==> src/rtl/qpsk_tx_pkg.sv <==
// rtl/qpsk_tx_pkg.sv - shared types and helpers for the QPSK TX repeater slice
package qpsk_tx_pkg;

    typedef enum logic [1:0] {
        EMPTY = 2'b01,
        SEND  = 2'b10
    } rep_state_t;

    // Zero repeats make no sense on the wire, so the count is forced into 1..max_rep.
    function automatic int clamp_rep(input int rep_cnt, input int max_rep);
        if (rep_cnt < 1) begin
            return 1;
        end else if (rep_cnt > max_rep) begin
            return max_rep;
        end
        return rep_cnt;
    endfunction

endpackage

==> src/rtl/axis_repeater_v2_if.sv <==
// rtl/axis_repeater_v2_if.sv - AXI-Stream bundle used on both sides of the repeater
interface axis_repeater_v2_if #(
    parameter int DATA_W = 32
);
    logic [DATA_W-1:0] tdata;
    logic              tlast;
    logic              tvalid;
    logic              tready;

    modport master (output tdata, output tlast, output tvalid, input tready);
    modport slave  (input tdata, input tlast, input tvalid, output tready);
endinterface

==> src/rtl/axis_repeater_v2_slot.sv <==
// rtl/axis_repeater_v2_slot.sv - one word of storage (valid/data/last/repeat count)
module axis_word_slot #(
    parameter int DATA_W = 32,
    parameter int CNT_W  = 5
) (
    input  logic              clk,
    input  logic              reset_n,
    input  logic              load,
    input  logic              clear,
    input  logic [DATA_W-1:0] d_data,
    input  logic              d_last,
    input  logic [CNT_W-1:0]  d_r,
    output logic              valid,
    output logic [DATA_W-1:0] data,
    output logic              last,
    output logic [CNT_W-1:0]  r
);

    // load wins over clear so a slot can be emptied and refilled in one cycle.
    always_ff @(posedge clk or negedge reset_n) begin
        if (!reset_n) begin
            valid <= 1'b0;
            data  <= '0;
            last  <= 1'b0;
            r     <= '0;
        end else if (load) begin
            valid <= 1'b1;
            data  <= d_data;
            last  <= d_last;
            r     <= d_r;
        end else if (clear) begin
            valid <= 1'b0;
        end
    end

endmodule

==> src/rtl/axis_repeater_v2.sv <==
// rtl/axis_repeater_v2.sv - AXI-Stream sample repeater with per-word run-time count
// Optional REPEATER_ZERO_STUFF_EN: repeats 1..R-1 carry zero data instead of the sample.
module axis_repeater_v2
    import qpsk_tx_pkg::*;
#(
    parameter int DATA_W  = 32,
    parameter int MAX_REP = 16,
    parameter int CNT_W   = $clog2(MAX_REP + 1)
) (
    input  logic                 clk,
    input  logic                 reset_n,
    input  logic [CNT_W-1:0]     rep_cnt,
    axis_repeater_v2_if.slave    axis_in,
    axis_repeater_v2_if.master   axis_out,
    output logic [CNT_W-1:0]     rep_idx
);

    localparam logic [CNT_W-1:0] ONE = CNT_W'(1);

    rep_state_t state_q, state_d;
    logic [CNT_W-1:0] idx_d;
    logic [CNT_W-1:0] in_r;
    logic in_ready_q, in_hs, out_hs, last_beat;

    logic              cur_valid, cur_last;
    logic [DATA_W-1:0] cur_data;
    logic [CNT_W-1:0]  cur_r;
    logic              pend_valid, pend_last;
    logic [DATA_W-1:0] pend_data;
    logic [CNT_W-1:0]  pend_r;

    logic cur_load, cur_clear, cur_from_pend, pend_load, pend_clear;
    logic [DATA_W-1:0] cur_d_data;
    logic              cur_d_last;
    logic [CNT_W-1:0]  cur_d_r;

    assign in_r      = CNT_W'(clamp_rep(int'(rep_cnt), MAX_REP));
    assign in_hs     = axis_in.tvalid & in_ready_q;
    assign out_hs    = cur_valid & axis_out.tready;
    assign last_beat = (rep_idx == cur_r - ONE);

    assign cur_d_data = cur_from_pend ? pend_data : axis_in.tdata;
    assign cur_d_last = cur_from_pend ? pend_last : axis_in.tlast;
    assign cur_d_r    = cur_from_pend ? pend_r    : in_r;

    axis_word_slot #(.DATA_W(DATA_W), .CNT_W(CNT_W)) u_cur (
        .clk(clk), .reset_n(reset_n), .load(cur_load), .clear(cur_clear),
        .d_data(cur_d_data), .d_last(cur_d_last), .d_r(cur_d_r),
        .valid(cur_valid), .data(cur_data), .last(cur_last), .r(cur_r)
    );

    axis_word_slot #(.DATA_W(DATA_W), .CNT_W(CNT_W)) u_pend (
        .clk(clk), .reset_n(reset_n), .load(pend_load), .clear(pend_clear),
        .d_data(axis_in.tdata), .d_last(axis_in.tlast), .d_r(in_r),
        .valid(pend_valid), .data(pend_data), .last(pend_last), .r(pend_r)
    );

    always_ff @(posedge clk or negedge reset_n) begin
        if (!reset_n) begin
            state_q    <= EMPTY;
            rep_idx    <= '0;
            in_ready_q <= 1'b1;
        end else begin
            state_q    <= state_d;
            rep_idx    <= idx_d;
            in_ready_q <= !(pend_load | (pend_valid & !pend_clear));
        end
    end

    always_comb begin
        state_d       = state_q;
        idx_d         = rep_idx;
        cur_load      = 1'b0;
        cur_clear     = 1'b0;
        cur_from_pend = 1'b0;
        pend_load     = 1'b0;
        pend_clear    = 1'b0;
        case (state_q)
            EMPTY: begin
                if (in_hs) begin
                    cur_load = 1'b1;
                    idx_d    = '0;
                    state_d  = SEND;
                end
            end
            SEND: begin
                if (out_hs && last_beat) begin
                    idx_d = '0;
                    if (pend_valid) begin
                        cur_load      = 1'b1;
                        cur_from_pend = 1'b1;
                        pend_clear    = 1'b1;
                        pend_load     = in_hs;
                    end else if (in_hs) begin
                        cur_load = 1'b1;
                    end else begin
                        cur_clear = 1'b1;
                        state_d   = EMPTY;
                    end
                end else begin
                    if (out_hs) begin
                        idx_d = rep_idx + ONE;
                    end
                    pend_load = in_hs;
                end
            end
            default: begin
                state_d = EMPTY;
            end
        endcase
    end

    assign axis_in.tready  = in_ready_q;
    assign axis_out.tvalid = cur_valid;
    assign axis_out.tlast  = cur_last & last_beat;
`ifdef REPEATER_ZERO_STUFF_EN
    assign axis_out.tdata  = (rep_idx == '0) ? cur_data : '0;
`else
    assign axis_out.tdata  = cur_data;
`endif

endmodule
==> src/flat_wrapper.sv <==
// flat-port wrapper written by rule: the top's interface ports become plain ports
module axis_repeater_v2_flat import qpsk_tx_pkg::*;
#(
    parameter int DATA_W  = 32,
    parameter int MAX_REP = 16,
    parameter int CNT_W   = $clog2(MAX_REP + 1)
)
  (clk, reset_n, rep_cnt, rep_idx, axis_in_tdata, axis_in_tlast, axis_in_tvalid, axis_in_tready, axis_out_tdata, axis_out_tlast, axis_out_tvalid, axis_out_tready);
  axis_repeater_v2_if #(.DATA_W(DATA_W)) axis_in_i ();
  axis_repeater_v2_if #(.DATA_W(DATA_W)) axis_out_i ();
  input  logic clk;
  input  logic reset_n;
  input  logic [CNT_W-1:0] rep_cnt;
  output logic [CNT_W-1:0] rep_idx;
  input wire logic [$bits(axis_in_i.tdata)-1:0] axis_in_tdata;
  input wire logic [$bits(axis_in_i.tlast)-1:0] axis_in_tlast;
  input wire logic [$bits(axis_in_i.tvalid)-1:0] axis_in_tvalid;
  output wire logic [$bits(axis_in_i.tready)-1:0] axis_in_tready;
  output wire logic [$bits(axis_out_i.tdata)-1:0] axis_out_tdata;
  output wire logic [$bits(axis_out_i.tlast)-1:0] axis_out_tlast;
  output wire logic [$bits(axis_out_i.tvalid)-1:0] axis_out_tvalid;
  input wire logic [$bits(axis_out_i.tready)-1:0] axis_out_tready;
  assign axis_in_i.tdata = axis_in_tdata;
  assign axis_in_i.tlast = axis_in_tlast;
  assign axis_in_i.tvalid = axis_in_tvalid;
  assign axis_in_tready = axis_in_i.tready;
  assign axis_out_tdata = axis_out_i.tdata;
  assign axis_out_tlast = axis_out_i.tlast;
  assign axis_out_tvalid = axis_out_i.tvalid;
  assign axis_out_i.tready = axis_out_tready;
  axis_repeater_v2 #(.DATA_W(DATA_W), .MAX_REP(MAX_REP), .CNT_W(CNT_W)) u_core (.clk(clk), .reset_n(reset_n), .rep_cnt(rep_cnt), .axis_in(axis_in_i), .axis_out(axis_out_i), .rep_idx(rep_idx));
endmodule
==> config.mk <==
export PLATFORM = sky130hd
export DESIGN_NAME = axis_repeater_v2_flat
export DESIGN_NICKNAME = d
export VERILOG_FILES = /design/src/rtl/qpsk_tx_pkg.sv /design/src/rtl/axis_repeater_v2_if.sv /design/src/rtl/axis_repeater_v2_slot.sv /design/src/rtl/axis_repeater_v2.sv /design/src/flat_wrapper.sv
export SDC_FILE = /design/constraint.sdc
export NUM_CORES = 1
export LEC_CHECK = 0
export ABC_CLOCK_PERIOD_IN_PS = 5900
export CORE_UTILIZATION = 30
export DETAILED_ROUTE_END_ITERATION = 6
export PLACE_DENSITY = 0.58
export RECOVER_POWER = 50
export SLEW_MARGIN = 20
export SYNTH_ARGS = -nofsm -noshare
export SYNTH_HDL_FRONTEND = slang
export SYNTH_SLANG_ARGS = --single-unit
==> constraint.sdc <==
create_clock -name clk -period 5.9 [get_ports clk]
set_input_delay 1.18 -clock clk [delete_from_list [all_inputs] [get_ports clk]]
set_output_delay 1.18 -clock clk [all_outputs]
set_load 0.1 [all_outputs]
==> results of run 1 <==
[cell usage after synthesis (2+ instances only)]
| cell | number | share of area (%) |
|---|---|---|
| sky130_fd_sc_hd__dfstp_2 | 2 | 1.3 |
| sky130_fd_sc_hd__o2bb2ai_1 | 3 | 0.67 |
| sky130_fd_sc_hd__clkbuf_1 | 4 | 0.38 |
| sky130_fd_sc_hd__ha_1 | 4 | 1.3 |
| sky130_fd_sc_hd__buf_2 | 5 | 0.64 |
| sky130_fd_sc_hd__xor2_1 | 3 | 0.67 |
| sky130_fd_sc_hd__buf_8 | 2 | 0.76 |
| sky130_fd_sc_hd__nand2_1 | 49 | 4.7 |
| sky130_fd_sc_hd__buf_4 | 5 | 0.95 |
| sky130_fd_sc_hd__mux2_2 | 36 | 10 |
| sky130_fd_sc_hd__nand2b_1 | 8 | 1.3 |
| sky130_fd_sc_hd__mux2_1 | 2 | 0.57 |
| sky130_fd_sc_hd__nor2_1 | 6 | 0.57 |
| sky130_fd_sc_hd__a2bb2oi_1 | 2 | 0.45 |
| sky130_fd_sc_hd__inv_1 | 10 | 0.95 |
| sky130_fd_sc_hd__o21ai_1 | 38 | 4.8 |
| sky130_fd_sc_hd__o31a_1 | 2 | 0.45 |
| sky130_fd_sc_hd__o21ai_0 | 9 | 1.1 |
| sky130_fd_sc_hd__xnor2_1 | 3 | 0.67 |
| sky130_fd_sc_hd__nand3b_1 | 3 | 0.57 |
| sky130_fd_sc_hd__mux2i_1 | 35 | 8.9 |
| sky130_fd_sc_hd__dfrtp_1 | 84 | 53 |
| sky130_fd_sc_hd__nor3_1 | 3 | 0.38 |
| sky130_fd_sc_hd__o311ai_4 | 2 | 1.3 |
[per-stage QoR]
stage,instances,setup WS [ns],hold WS (ns),instance area (sq um)
4_1_cts,589,1.63,0.489,5160
3_3_place_gp,573,2.09,0.465,4870
3_5_place_dp,573,2.01,0.475,4870
2_1_floorplan,333,1.72,0.450,3930
6_report,589,1.67,0.477,5160
5_1_grt,589,1.52,0.501,5160
[sequential cells by signal (all words and copies together) (netlist names)]
name,cells
u_core.axis_in.tready,1
u_core.rep_idx,5
u_core.state_q,2
u_core.u_cur.data,32
u_core.u_cur.last,1
u_core.u_cur.r,5
u_core.u_cur.valid,1
u_core.u_pend.data,32
u_core.u_pend.last,1
u_core.u_pend.r,5
u_core.u_pend.valid,1
[routing by layer]
| layer | track usage (%) | vias to the layer above |
|---|---|---|
| li1 | - | 1315 |
| met1 | 16.2 | 1316 |
| met2 | 21.7 | 59 |
| met3 | 4.51 | 8 |
| met4 | 4.10 | 0 |
| met5 | 0 | - |
[cells by family (layout without fill, tap and decap cells)]
family	count (synthesis)	after routing	share of synthesized area, %
AO/OA/AOI/OAI	63	63	10.4
adder cells (fa/ha/maj)	4	4	1.27
XOR/XNOR	6	6	1.34
multiplexers	73	73	19.8
flip-flops	86	86	54.8
AND/OR/NAND/NOR	74	74	8.46
buffers and inverters	27	111	3.98
[worst max path at each step]
| stage | slack [ns] | cells after the start | end | startpoint |
|---|---|---|---|---|
| finish | 1.67 | 7 | axis_out_tlast | u_core.u_cur.r[0] |
| global route | 1.52 | 7 | axis_out_tlast | u_core.u_cur.r[0] |
| CTS | 1.63 | 7 | axis_out_tlast | u_core.u_cur.r[0] |
| detailed placement | 2.01 | 7 | axis_out_tlast | u_core.u_cur.r[0] |
| global placement | 2.09 | 7 | axis_out_tlast | u_core.u_cur.r[0] |
| floorplan | 1.72 | 4 | axis_out_tlast | u_core.rep_idx[4] |
[tightest hold or removal path, cell delays in order, from the launching register on]
cell and delay (ns):
sky130_fd_sc_hd__dfrtp_1 0.34, sky130_fd_sc_hd__nand2_1 0.05, sky130_fd_sc_hd__o21ai_1 0.06
[power by group]
group          internal, W  switching, W  total (W)
Combinational     0.000392       0.00104    0.00143
Sequential        0.000818      0.000134   0.000952
Clock             0.000317      0.000226   0.000543
[final cells by class]
class | count | share of cell area, %
sequential | 86 | 41.7
multi-input combinational | 220 | 31.5
clock inverter | 4 | 0.388
tap | 172 | 4.17
timing repair buffer | 85 | 16.3
clock buffer | 12 | 5.16
inverter | 10 | 0.727
==> impl_summary.log, run 1 <==
[metrics] transition at the pin with the smallest max-transition slack: approximately 1.3 ns
[metrics] top achievable clock speed: between 0.2 and 0.25 GHz
[metrics] delay-heaviest family, CP: buffers and inverters
[metrics] RD Place Congestion: 0.755
[metrics] nets: around 460
[metrics] via count of the first global-routing pass: 2769
[metrics] aggregate routed wire length: 8160 um
[metrics] total number of placement rows: between 40 and 50
[metrics] final hold violation count: 0
[metrics] number of inserted filler cells in the final layout: 1276
[metrics] horizontal die dimension: 116 um
[metrics] routed via count: between 2000 and 3000
[metrics] clock latency at the later pin of the worst-skew pair: ~0.34 ns
[metrics] Synth Area per Inst: between 10 and 15 sq um
[metrics] fraction of registers with async set or reset after synthesis: 100%
[metrics] number of gates given a new drive strength after cts: 0
[metrics] CTS tree: yes
[metrics] multi-input combinational cell area: between 0.0015 and 0.002 sq mm
[metrics] number of antenna violations at the first check in global routing: 0
[metrics] sum of met3 wire segment lengths after detailed routing: 402 um
[metrics] post-synthesis sequential area ratio: between 50% and 60%
[metrics] Power Dens Cells: between 500 and 600 mW/mm^2
[metrics] number of H-tree levels: 3
[metrics] leading cell types in the layout, fill and taps excluded: sky130_fd_sc_hd__dfrtp_1 (84), sky130_fd_sc_hd__clkdlybuf4s50_1 (79), sky130_fd_sc_hd__nand2_1 (49)
[metrics] Setup Skew: between 0.007 and 0.008 ns
[metrics] # clock sinks: 86
[metrics] Via-to-Cell Ratio: 4.58
[metrics] setup fix buffers added after clock tree synthesis: 0
[metrics] chip height: ~120 um
[metrics] Ports: a little over 80
[metrics] worst-case headroom to the max-slew limit: between 10% and 20%
[metrics] synthesized net count: approximately 380
[metrics] category of the critical setup timing path: flip-flop to primary output
[metrics] maximum number of pins on one net before global-route repair: 87
[metrics] post-route setup TNS: 0 ns
[metrics] initial cell density of the core: a little under a third
[metrics] share of final-layout standard cells stronger than drive strength 1: 15.1%
[metrics] Worst Hold Endpoint: u_core.u_cur.data[29]
[metrics] maximum buffer depth of the clock tree: 2
[metrics] cell at the slowest stage of the critical path: sky130_fd_sc_hd__clkdlybuf4s50_1
[metrics] number of cells on the worst reg-to-reg path: 8
[metrics] most common cell after layout, fill and taps aside: sky130_fd_sc_hd__dfrtp_1
[metrics] global-route wire length before repair: 13500 um
[metrics] Post-DRT Antenna Nets: 0
[metrics] Critical Path AT: approximately 3.1 ns
[metrics] post-route met1 wirelength: ~3700 um
[metrics] startpoint types: flip-flop
[metrics] area of the mapped netlist: 0.00393 sq mm
[metrics] post-route DRC violation count: 0
[metrics] Detailed Place HPWL: ~5300 um
[metrics] largest stage delay on the critical path: 1.14 ns
[metrics] Crit path buffers/inverters: 2
[metrics] number of failing setup endpoints in the final timing report: 0
[metrics] all-layer global routing usage: 13.2%
[metrics] remaining global-route overflow: 0
[metrics] worst hold path cell count: 2
[metrics] crit path cell chain: inv_1 > ha_1 > xnor2_1 > a211oi_2 > o311ai_4 > nor2_1 > clkdlybuf4s50_1
[metrics] Sequential Area: between 0.002 and 0.0025 sq mm
[metrics] Root Driver: sky130_fd_sc_hd__clkbuf_16
[metrics] total of max-cap violations: 0
[metrics] RSZ-0062 raised after global routing: no
[metrics] IR drop worst, VDD: 0.000337 V
[metrics] main flop type after synthesis: sky130_fd_sc_hd__dfrtp_1
[metrics] detailed-routing iteration count for the pre-antenna-repair pass: 4
[metrics] area growth from synthesis to layout: 31.3%
[metrics] number of buffers inserted during clock tree synthesis: 9
[metrics] final routed wire length divided by cell count: around 14 um
[metrics] kind of capture point of the worst setup path: primary output
[metrics] antenna diode count: 0
[metrics] utilization after layout: approximately two fifths
[metrics] worst path required time: ~4.7 ns
[metrics] DR top layer: met4
[metrics] synthesized flop and latch total: 86
[metrics] number of port buffers: between 80 and 90
[metrics] warning count from the yosys run: 0
[metrics] worst reg2reg endpoint: u_core.u_cur.data[0]
[metrics] maximum fanout along the worst path: 7
[metrics] number of enable-type register cells in the synthesized netlist: 0
[metrics] number of buffers inserted by hold repair at cts: 0
[metrics] minimum clock period after layout: between 4 and 5 ns
[metrics] leakage power figure: ~2.2 nW
[metrics] result of the run: completed
[metrics] share of the cycle needed by the critical path after routing: a little under three quarters
[metrics] flop2flop setup slack: 2.56 ns
[metrics] reg-to-reg startpoint: u_core.u_cur.r[0]
[metrics] fin. max-slew vios: 0
[metrics] met2 routed WL: roughly 4000 um
[metrics] start point of the worst hold path: u_core.u_cur.data[29]
[metrics] floorplan core area: between 0.01 and 0.015 sq mm
[metrics] Clock Pin Slew Worst Setup and Hold Paths: about 0.060 ns
[metrics] sum of internal, switching and leakage power: 0.00292 W
[metrics] Synth cell types: 37
[metrics] Starting DRT DRC Count: 83
[metrics] synthesized netlist cell count: around 330
[metrics] Die Footprint: between 0.01 and 0.015 sq mm
[metrics] path type of the worst min-delay path: flip-flop to flip-flop
Power figures use the tool's default switching activity.
==> run 2: changes to the inputs <==
--- a/config.mk
+++ b/config.mk
@@ -5,10 +5,10 @@
 export SDC_FILE = /design/constraint.sdc
 export NUM_CORES = 1
 export LEC_CHECK = 0
-export ABC_CLOCK_PERIOD_IN_PS = 5900
+export ABC_CLOCK_PERIOD_IN_PS = 3700
 export CORE_UTILIZATION = 30
 export DETAILED_ROUTE_END_ITERATION = 6
-export PLACE_DENSITY = 0.58
+export PLACE_DENSITY = 0.6
 export RECOVER_POWER = 50
 export SLEW_MARGIN = 20
 export SYNTH_ARGS = -nofsm -noshare
==> constraint.sdc (replaced) <==
create_clock -name clk -period 3.7 [get_ports clk]
set_input_delay 0.74 -clock clk [delete_from_list [all_inputs] [get_ports clk]]
set_output_delay 0.74 -clock clk [all_outputs]
set_load 0.1 [all_outputs]
==> run 2 against run 1 <==
  * The flow now finishes with violations (max-capacitance violations, max-slew violations)
  * Sequential power grew 60%
  * Sequential share of layout area rose by 0.14 points
  * Critical path depth unchanged
  * Worst setup slack lost 0.99 ns
  * Sequential cell count unchanged
  * Non-clock buffer count is 2 higher
  * Cell count grew 0.34%
  * Final area down 0.34%
  * Register-to-register slack worse by 1.8 ns
  * Via count decreased by 0.37%
  * Total power increased by 59%
  * Critical path type unchanged
  * Largest cell class unchanged
==> impl_summary.log, run 2 (same netlist as run 1, synthesis figures left out) <==
[metrics] number of H-tree levels: 3 (unchanged)
[metrics] Final Instance Count excl. Fillers: 591 (was 589)
[metrics] initial cell density of the core: 30.9% (unchanged)
[metrics] nets: 460 (was 458)
[metrics] most common cell after layout, fill and taps aside: sky130_fd_sc_hd__dfrtp_1 (unchanged)
[metrics] maximum fanout along the worst path: 7 (unchanged)
[metrics] maximum number of pins on one net before global-route repair: 87 (unchanged)
[metrics] transition at the pin with the smallest max-transition slack: 2.12 ns (was 1.27 ns)
[metrics] category of the critical setup timing path: flip-flop to primary output (unchanged)
[metrics] via count of the first global-routing pass: 2847 (was 2769)
[metrics] number of failing setup endpoints in the final timing report: 0 (unchanged)
[metrics] final hold violation count: 0 (unchanged)
[metrics] floorplan core area: 0.0127 sq mm (unchanged)
[metrics] number of antenna violations at the first check in global routing: 0 (unchanged)
[metrics] result of the run: complete, but fails checks (was completed)
[metrics] antenna diode count: 0 (unchanged)
[metrics] # clock sinks: 86 (unchanged)
[metrics] sum of internal, switching and leakage power: 0.00466 W (was 0.00292 W)
[metrics] area growth from synthesis to layout: 30.9% (was 31.3%)
[metrics] number of gates given a new drive strength after cts: 0 (unchanged)
[metrics] Clock Pin Slew Worst Setup and Hold Paths: 0.06 ns (about the same)
[metrics] failing checks: max-capacitance violations, max-slew violations
[metrics] kind of capture point of the worst setup path: primary output (unchanged)
[metrics] Detailed Place HPWL: 5650 um (was 5330 um)
[metrics] routed via count: 2688 (was 2698)
[metrics] chip height: 116 um (unchanged)
[metrics] Power Dens Cells: 906 mW/mm^2 (was 566 mW/mm^2)
[metrics] final routed wire length divided by cell count: 13.9 um (about the same)
[metrics] number of buffers inserted during clock tree synthesis: 9 (unchanged)
[metrics] clock network fraction of design power: 18.7% (was 18.6%)
[metrics] leakage power figure: 2.21 nW (about the same)
[metrics] setup fix buffers added after clock tree synthesis: 0 (unchanged)
[metrics] share of final-layout standard cells stronger than drive strength 1: 15.0% (was 15.1%)
[metrics] aggregate routed wire length: 8190 um (was 8160 um)
[metrics] Sequential Power Share: 32.6% (about the same)
[metrics] total of max-cap violations: 1 (was 0)
[metrics] worst setup path start: u_core.u_cur.r[0] (unchanged)
[metrics] leading cell types in the layout, fill and taps excluded: sky130_fd_sc_hd__dfrtp_1 (84), sky130_fd_sc_hd__clkdlybuf4s50_1 (73), sky130_fd_sc_hd__nand2_1 (49) (was sky130_fd_sc_hd__dfrtp_1 (84), sky130_fd_sc_hd__clkdlybuf4s50_1 (79), sky130_fd_sc_hd__nand2_1 (49))
[metrics] total number of placement rows: 41 (unchanged)
[metrics] Logic pwr share: 48.7% (was 48.9%)
[metrics] RSZ-0062 raised after global routing: no (unchanged)
[metrics] Starting DRT DRC Count: 91 (was 83)
[metrics] all-layer global routing usage: 13.3% (was 13.2%)
[metrics] remaining global-route overflow: 0 (unchanged)
[metrics] IR drop worst, VDD: 0.000648 V (was 0.000337 V)
[metrics] Crit path buffers/inverters: 2 (unchanged)
[metrics] delay-heaviest family, CP: compound AO/OA/AOI/OAI gates (was buffers and inverters)
[metrics] horizontal die dimension: 116 um (unchanged)
[metrics] Ports: 82 (unchanged)
[metrics] number of inserted filler cells in the final layout: 1280 (was 1276)
[metrics] number of port buffers: 81 (unchanged)
[metrics] maximum buffer depth of the clock tree: 2 (unchanged)
[metrics] top achievable clock speed: around 0.33 GHz
[metrics] Critical Path AT: 2.27 ns (was 3.05 ns)
[metrics] Die Footprint: 0.0136 sq mm (unchanged)
[metrics] Via-to-Cell Ratio: 4.55 (was 4.58)
[metrics] clock latency at the later pin of the worst-skew pair: 0.33 ns (was 0.34 ns)
[metrics] RD Place Congestion: 0.762 (was 0.755)
[metrics] cell at the slowest stage of the critical path: sky130_fd_sc_hd__dfrtp_1 (was sky130_fd_sc_hd__clkdlybuf4s50_1)
[metrics] minimum clock period after layout: 3.01 ns
[metrics] Root Driver: sky130_fd_sc_hd__clkbuf_16 (unchanged)
[metrics] path type of the worst min-delay path: flip-flop to flip-flop (unchanged)
[metrics] start point of the worst hold path: u_core.u_cur.data[27] (was u_core.u_cur.data[29])
[metrics] reg-to-reg startpoint: u_core.u_cur.r[0] (unchanged)
[metrics] Post-DRT Antenna Nets: 0 (unchanged)
[metrics] share of the cycle needed by the critical path after routing: roughly four fifths
[metrics] Setup Skew: 0.00870 ns (was 0.00775 ns)
[metrics] largest stage delay on the critical path: 0.40 ns (was 1.14 ns)
[metrics] switching part of the total: 47.5% (was 47.8%)
[metrics] fin. max-slew vios: 87 (was 0)
[metrics] crit path cell chain: inv_1 > ha_1 > xnor2_1 > a211oi_1 > o311ai_4 > nor2_2 > buf_4 (was inv_1 > ha_1 > xnor2_1 > a211oi_2 > o311ai_4 > nor2_1 > clkdlybuf4s50_1)
[metrics] worst path required time: 2.96 ns (was 4.72 ns)
[metrics] CTS tree: yes (unchanged)
[metrics] detailed-routing iteration count for the pre-antenna-repair pass: 4 (unchanged)
[metrics] worst-case headroom to the max-slew limit: -41.6% (was 15.3%)
[metrics] placed cells: 575 (was 573)
[metrics] internal power summed over all cells: 0.00245 W (was 0.00153 W)
[metrics] number of buffers inserted by hold repair at cts: 0 (unchanged)
[metrics] post-route DRC violation count: 0 (unchanged)
[metrics] startpoint types: flip-flop (unchanged)
[metrics] Largest regs: u_core.u_cur.data x32, u_core.u_pend.data x32 (unchanged)
[metrics] post-route setup TNS: 0 ns (unchanged)
[metrics] global-route wire length before repair: 13700 um (was 13500 um)
[metrics] net load switching power: 0.00222 W (was 0.00140 W)
## run 2: path summary, 6_finish.rpt
kind	endpoint	slack [ns]	depth (start not counted)
setup / recovery	axis_out_tlast	0.69	7
hold / removal	u_core.u_cur.data[27]	0.48	2
setup reg to reg	u_core.u_pend.data[1]	0.80	8
hold reg to reg	u_core.u_cur.data[27]	0.48	2
max in group asynchronous	u_core.u_pend.data[29]	1.42	1
min in group asynchronous	u_core.u_pend.data[7]	1.01	1
## run 2: worst reg2reg max path: stages, from the launching register on
cell	delay [ns]
sky130_fd_sc_hd__dfrtp_1	0.40
sky130_fd_sc_hd__inv_1	0.06
sky130_fd_sc_hd__ha_1	0.30
sky130_fd_sc_hd__xnor2_1	0.13
sky130_fd_sc_hd__a211oi_1	0.37
sky130_fd_sc_hd__o311ai_4	0.27
sky130_fd_sc_hd__o311ai_0	0.47
sky130_fd_sc_hd__buf_4	0.39
sky130_fd_sc_hd__mux2_2	0.40
## run 2: through the flow
stage	instance area (sq um)	setup slack [ns]	hold slack, ns	util [%]
after floorplan	3940	0.429	0.444	-
after global placement	4890	1.04	0.467	38.4
after detailed placement	4890	0.975	0.472	38.4
after CTS	5170	0.760	0.484	40.7
after global routing	5150	0.493	0.501	40.5
final	5150	0.687	0.477	40.5
## run 2: final cells by class
class	instances	area [sq um]	area share, %
Timing Repair Buffer	87	846	16.4
Multi-Input combinational cell	220	1610	31.3
Inverter	10	37.5	0.729
Sequential cell	86	2150	41.9
Clock buffer	12	236	4.60
Tap cell	172	215	4.18
Clock inverter	4	47.5	0.924
## run 2: metal layers
| layer | up-vias | share of wire, % | routed length, um | track usage [%] |
|---|---|---|---|---|
| met2 | 54 | 51 | 4140 | 22.6 |
| met5 | - | 0 | 0 | 0 |
| met1 | 1310 | 44 | 3580 | 16.0 |
| met3 | 8 | 4.7 | 384 | 4.00 |
| met4 | 0 | 1.0 | 85 | 4.53 |
| li1 | 1316 | - | - | - |
## run 2: power by group through the flow
stage	clock network (W)	logic [W]	registers (W)
after floorplan	0	0.000595	0.00268
after global placement	0	0.00226	0.00153
after detailed placement	0	0.00230	0.00155
after CTS	0.000902	0.00231	0.00153
after global routing	0.000933	0.00241	0.00157
final	0.000872	0.00227	0.00152
